## src/rtl/fetch_unit.sv

```systemverilog
// Instruction-fetch initiator: drives the MMU instruction port, buffers words in a 2-entry FIFO, hands them to decode.
// Latency: a word accepted from the MMU in cycle N is presented on out_* in cycle N+1; 1 word/cycle sustained.
// Backpressure: a full FIFO (or wait_instr) blocks the push and holds fetch_pc; out_valid/out_ready gate the pop.
// Ports: clk/reset (sync, active-high); MMU side instr_addr/instr/wait_instr/instr_segv;
//        redirect/redirect_pc flush and retarget; decode side out_valid/out_ready/out_instr/out_pc/out_fault.
module fetch_unit #(
    parameter logic [31:0] RESET_PC = 32'd16
) (
    input  logic        clk,
    input  logic        reset,
    output logic [31:0] instr_addr,
    input  logic [31:0] instr,
    input  logic        wait_instr,
    input  logic        instr_segv,
    input  logic        redirect,
    input  logic [31:0] redirect_pc,
    output logic        out_valid,
    input  logic        out_ready,
    output logic [31:0] out_instr,
    output logic [31:0] out_pc,
    output logic        out_fault
);

    typedef enum logic {
        FETCH   = 1'b0,
        FAULTED = 1'b1
    } state_e;

    state_e      state_q, state_d;
    logic [31:0] fetch_pc_q, fetch_pc_d;
    logic        rd_ptr_q, rd_ptr_d;
    logic        wr_ptr_q, wr_ptr_d;
    logic [1:0]  count_q, count_d;
    logic [31:0] ent_instr_q [2];
    logic [31:0] ent_instr_d [2];
    logic [31:0] ent_pc_q    [2];
    logic [31:0] ent_pc_d    [2];
    logic        ent_fault_q [2];
    logic        ent_fault_d [2];

    logic push;
    logic pop;

    assign instr_addr = fetch_pc_q;

    // Outputs come straight from the head registers; no path from instr.
    assign out_valid = (count_q != 2'd0);
    assign out_instr = ent_instr_q[rd_ptr_q];
    assign out_pc    = ent_pc_q[rd_ptr_q];
    assign out_fault = ent_fault_q[rd_ptr_q];

    // Push is judged on the pre-pop count: a full queue never refills in the
    // same cycle it drains, which keeps the FIFO a plain 2-entry register file.
    assign push = (state_q == FETCH) && (count_q != 2'd2) && !wait_instr && !redirect;
    assign pop  = out_valid && out_ready;

    always_comb begin
        state_d     = state_q;
        fetch_pc_d  = fetch_pc_q;
        rd_ptr_d    = rd_ptr_q;
        wr_ptr_d    = wr_ptr_q;
        count_d     = count_q;
        ent_instr_d = ent_instr_q;
        ent_pc_d    = ent_pc_q;
        ent_fault_d = ent_fault_q;

        if (redirect) begin
            // Flush wins over any same-cycle pop; decode squashes that word.
            state_d    = FETCH;
            fetch_pc_d = redirect_pc;
            rd_ptr_d   = 1'b0;
            wr_ptr_d   = 1'b0;
            count_d    = 2'd0;
        end else begin
            if (push) begin
                ent_pc_d[wr_ptr_q] = fetch_pc_q;
                wr_ptr_d           = ~wr_ptr_q;
                if (instr_segv) begin
                    // Fault marker; fetch_pc stays on the faulting address.
                    ent_instr_d[wr_ptr_q] = 32'd0;
                    ent_fault_d[wr_ptr_q] = 1'b1;
                    state_d               = FAULTED;
                end else begin
                    ent_instr_d[wr_ptr_q] = instr;
                    ent_fault_d[wr_ptr_q] = 1'b0;
                    fetch_pc_d            = fetch_pc_q + 32'd1;
                end
            end
            if (pop) begin
                rd_ptr_d = ~rd_ptr_q;
            end
            case ({push, pop})
                2'b10:   count_d = count_q + 2'd1;
                2'b01:   count_d = count_q - 2'd1;
                default: count_d = count_q;
            endcase
        end
    end

    always_ff @(posedge clk) begin
        if (reset) begin
            state_q        <= FETCH;
            fetch_pc_q     <= RESET_PC;
            rd_ptr_q       <= 1'b0;
            wr_ptr_q       <= 1'b0;
            count_q        <= 2'd0;
            ent_instr_q[0] <= 32'd0;
            ent_instr_q[1] <= 32'd0;
            ent_pc_q[0]    <= 32'd0;
            ent_pc_q[1]    <= 32'd0;
            ent_fault_q[0] <= 1'b0;
            ent_fault_q[1] <= 1'b0;
        end else begin
            state_q     <= state_d;
            fetch_pc_q  <= fetch_pc_d;
            rd_ptr_q    <= rd_ptr_d;
            wr_ptr_q    <= wr_ptr_d;
            count_q     <= count_d;
            ent_instr_q <= ent_instr_d;
            ent_pc_q    <= ent_pc_d;
            ent_fault_q <= ent_fault_d;
        end
    end

endmodule

```

## config.mk

```make
export PLATFORM = sky130hd
export DESIGN_NAME = fetch_unit
export DESIGN_NICKNAME = d
export VERILOG_FILES = /design/src/rtl/fetch_unit.sv
export SDC_FILE = /design/constraint.sdc
export NUM_CORES = 1
export LEC_CHECK = 0
export CORE_MARGIN = 5
export CORE_UTILIZATION = 51
export DETAILED_ROUTE_END_ITERATION = 10
export PLACE_DENSITY = 0.87
export SETUP_SLACK_MARGIN = 0.1
export SLEW_MARGIN = 20
export SYNTH_ARGS = -nofsm -noshare
export SYNTH_HDL_FRONTEND = slang
export SYNTH_SLANG_ARGS = --single-unit
```

## constraint.sdc

```tcl
create_clock -name clk -period 2.33 [get_ports clk]
set_input_delay 0.233 -clock clk [delete_from_list [all_inputs] [get_ports clk]]
set_output_delay 0.233 -clock clk [all_outputs]
set_load 0.02 [all_outputs]
```

==> results.json <==
{
  "avgSynthCellArea_sq_um": 7.96,
  "design_power_total_w": 0.00671,
  "tightestPinTransition_ps": 757,
  "worst_max_slew_margin_expressed_relative_to_the_limit_pct": 49.5,
  "timing.setup.critical_path_class": "flip-flop to primary output",
  "wl_per_cell_um": 17.0,
  "yosys.area_share.xor_xnor_pct": 1.13,
  "critical_path_peak_fanout": 23,
  "maxCapViolations": 0,
  "vias_per_inst": 5.75,
  "cts_tree": "built",
  "ys_ff_latch": 167,
  "min_path_type": "input pin to flip-flop",
  "tritoncts.num_buffers": 17,
  "dr.pass1.iters": 5,
  "min_period_over_period_pct": 95.6,
  "dominantRegCellSynth": "sky130_fd_sc_hd__dfxtp_1",
  "die_width_um": 133,
  "clk_pin_slew_ps": 60,
  "post_synth_inst_count": 977,
  "setup_tns_final_ps": 0,
  "async_reset_ff_share_pct": 0,
  "clk_path_buf_depth": 2,
  "finalHoldViolCount": 0,
  "ctsHtreeMaxLevel": 4,
  "io_buffers": 167,
  "synth_sequential_area_ratio_pct": 43.0,
  "worstHoldStart": "reset",
  "outcome": "finished clean",
  "core-area_sq_mm": 0.0151,
  "number_of_max_slew_violations_in_the_final_report": 0,
  "synth.distinct_cells": 57,
  "grt_max_degree": 77,
  "powerDensity_mw_per_mm2": 646,
  "endpoint_kind": "primary output",
  "gp_congestion": 0.837,
  "timing.critical_path.arrival_ps": 1990,
  "reg2reg_depth": 5,
  "capture_endpoint_of_the_worst_hold_path": "ent_pc_q[25]",
  "irDropWorstVdd_mv": 0.507,
  "antenna_found_initial": 1,
  "design.die.area_sq_mm": 0.0178,
  "total_standard_cell_area_after_synthesis_sq_mm": 0.00778,
  "yosys-mux-area-fraction_pct": 9.54,
  "rr_startpoint": "instr_addr[3]",
  "cts.root.buffer_cell": "sky130_fd_sc_hd__clkbuf_16",
  "yosys.area_share.simple_pct": 26.7,
  "floorplan.initialDensity_pct": 51.5,
  "maxClockFrequency_mhz": 449,
  "synth_adder_area_share_pct": 0.322,
  "dominant_combinational_cell_family_by_area_after_synthesis": "simple AND/OR/NAND/NOR gates",
  "grt_pass1_wl_um": 37000,
  "numClockSinks": 167,
  "rrSetupSlack_ps": 210,
  "die_h_um": 133,
  "worst_path_required_time_ps": 2100,
  "worst_hold_slack_ps": 92.1,
  "r2r-end": "instr_addr[30]",
  "final.min_clock_period_ps": 2230,
  "rsz_0062_raised_after_global_routing": "yes",
  "crit_path_start_kind": "flip-flop",
  "mappedNetlistNets": 1049,
  "number_of_global_route_vias_before_repair": 7395,
  "synth.yosys.warnings": 0,
  "whs_path_depth": 2,
  "synth_compound_area_share_pct": 14.8,
  "num_rows": 45,
  "p_leak_nw": 3.69,
  "insertedDiodeCount": 0,
  "final_layout_size_suffix_gt1_share_pct": 14.3,
  "drt.antenna.violating_nets": 0,
  "route.detailed.drc": 0,
  "grt.overflow.total": 0,
  "dr_total_vias": 7639,
  "drt_iter0_markers": 504,
  "total_of_endpoints_with_negative_setup_slack_in_the_final_report": 0,
  "layout.nets": 1199,
  "timing.clock.skew_ps": 10.0,
  "track_usage_pct": 25.3,
  "layout-area-overhead-vs-synth_pct": 33.7,
  "synth_enable_flop_cells": 0,
  "totalWireLength_um": 22500,
  "io-pin-count": 168,
  "worstSkewPairLatency_ps": 430,
  "hpwlAfterDp_um": 14500
}
## metal layers
layer	track usage [%]	vias to the layer above	part of all wire [%]
met1	32.4	3595	41
met5	0	-	0.080
met2	41.6	328	49
li1	-	3670	-
met4	9.43	2	2.2
met3	6.12	44	7.5
## cell usage after synthesis, types with 5 or more instances
| library cell | instances | area [sq um] |
|---|---|---|
| sky130_fd_sc_hd__a2111oi_0 | 6 | 52.6 |
| sky130_fd_sc_hd__dfxtp_1 | 167 | 3340 |
| sky130_fd_sc_hd__inv_1 | 5 | 18.8 |
| sky130_fd_sc_hd__a211oi_1 | 6 | 45.0 |
| sky130_fd_sc_hd__nand3_1 | 20 | 100 |
| sky130_fd_sc_hd__buf_1 | 6 | 22.5 |
| sky130_fd_sc_hd__nor2_1 | 30 | 113 |
| sky130_fd_sc_hd__a21oi_1 | 134 | 671 |
| sky130_fd_sc_hd__or4_1 | 7 | 52.6 |
| sky130_fd_sc_hd__and3_1 | 8 | 50.1 |
| sky130_fd_sc_hd__nor4_1 | 14 | 87.6 |
| sky130_fd_sc_hd__o31ai_1 | 10 | 75.1 |
| sky130_fd_sc_hd__and4_1 | 5 | 43.8 |
| sky130_fd_sc_hd__xor2_1 | 6 | 52.6 |
| sky130_fd_sc_hd__mux2_2 | 65 | 732 |
| sky130_fd_sc_hd__nor2b_1 | 41 | 257 |
| sky130_fd_sc_hd__a311oi_1 | 9 | 78.8 |
| sky130_fd_sc_hd__nand4_1 | 16 | 100 |
| sky130_fd_sc_hd__nor3_1 | 9 | 45.0 |
| sky130_fd_sc_hd__nand2_1 | 278 | 1040 |
| sky130_fd_sc_hd__or2_2 | 5 | 31.3 |
| sky130_fd_sc_hd__clkbuf_1 | 71 | 267 |
## worst max path at each step
stage                              start             end  slack (ps)  cells after the start
after detailed placement        redirect    ent_pc_q[11]          80                      6
after floorplan           instr_addr[13]  instr_addr[21]         250                      5
after global routing            rd_ptr_q   out_instr[10]          50                      3
after global placement        instr_segv  instr_addr[11]         100                      5
final                           rd_ptr_q       out_pc[6]         100                      3
after CTS                       rd_ptr_q       out_pc[6]          90                      3
## through the flow
stage          worst slack, ps  instance area (sq um)  cells  utilization [%]
2_1_floorplan              251                   7780    977                -
3_3_place_gp               102                   9800   1296             64.9
3_5_place_dp              81.1                   9800   1296             64.9
4_1_cts                   91.6                  10400   1328             68.8
5_1_grt                   52.2                  10400   1328             68.9
6_report                   103                  10400   1328             68.9
## critical path: stages (launching register included)
cell                              delay [ps]
sky130_fd_sc_hd__dfxtp_4                 370
sky130_fd_sc_hd__buf_6                   250
sky130_fd_sc_hd__mux2_2                  390
sky130_fd_sc_hd__clkdlybuf4s50_1         540
## cell type report
cell class	count	area, sq um
multi-input cells	720	4090
well taps	188	235
clock inverters	14	148
repair buffers	215	2120
fillers	1195	4690
inverters	6	22.5
clock buffers	18	439
flip-flops and latches	167	3350
## power by group
group	switching (W)	internal, W	leakage (nW)
sequential	0.0000844	0.00294	1.36
clock	0.00119	0.00161	0.276
combinational	0.000464	0.000423	2.06
## cell families (layout without fill, tap and decap cells)
family                     count (synthesis)  in the layout
muxes                                     66             66
xor gates and xnor gates                  10             10
buffers and inverters                     90            253
adders and majority gates                  2              2
AOI/OAI and AO/OA                        192            192
DFF                                      167            167
and+or+nand+nor                          450            450
## placed cells by master, fill, tap and decap left out, types with 3 or more instances in the layout
cell                                n
sky130_fd_sc_hd__a211oi_1           6
sky130_fd_sc_hd__mux2_2            65
sky130_fd_sc_hd__nand4_1           16
sky130_fd_sc_hd__o41a_1             3
sky130_fd_sc_hd__clkinvlp_4         5
sky130_fd_sc_hd__a32oi_1            3
sky130_fd_sc_hd__o31ai_1           10
sky130_fd_sc_hd__a2111oi_0          6
sky130_fd_sc_hd__clkdlybuf4s50_1  158
sky130_fd_sc_hd__clkinv_2           3
sky130_fd_sc_hd__nor2_1            30
sky130_fd_sc_hd__or2_2              5
sky130_fd_sc_hd__dfxtp_1          166
sky130_fd_sc_hd__inv_1              5
sky130_fd_sc_hd__inv_6              4
sky130_fd_sc_hd__o21ai_0            4
sky130_fd_sc_hd__clkbuf_16         17
sky130_fd_sc_hd__or4_1              6
sky130_fd_sc_hd__buf_4             42
sky130_fd_sc_hd__nor4_1            13
sky130_fd_sc_hd__and3_1             8
sky130_fd_sc_hd__nor3_1             9
sky130_fd_sc_hd__dlygate4sd2_1      5
sky130_fd_sc_hd__buf_12             5
sky130_fd_sc_hd__xor2_1             6
sky130_fd_sc_hd__nand3_1           20
sky130_fd_sc_hd__dlymetal6s2s_1     3
sky130_fd_sc_hd__or4_2              3
sky130_fd_sc_hd__and4_1             4
sky130_fd_sc_hd__a311oi_1           9
sky130_fd_sc_hd__nor2b_1           41
sky130_fd_sc_hd__nand2_1          278
sky130_fd_sc_hd__and2_1             4
sky130_fd_sc_hd__a21oi_1          134
sky130_fd_sc_hd__xnor2_1            4
## flip-flops by register name, summed over array words and instances (netlist names), named ones only
register,cells
count_q,2
instr_addr,32
rd_ptr_q,1
ent_instr_q,64
state_q,1
ent_pc_q,64
wr_ptr_q,1
## timing repair
action                     in CTS  in global routing
setup endpoints to repair      29                 60
setup buffers                   0                  0
hold buffers                    0                  0
gates resized for setup         7                  3
Note: power is estimated with default switching activity, not from simulation.
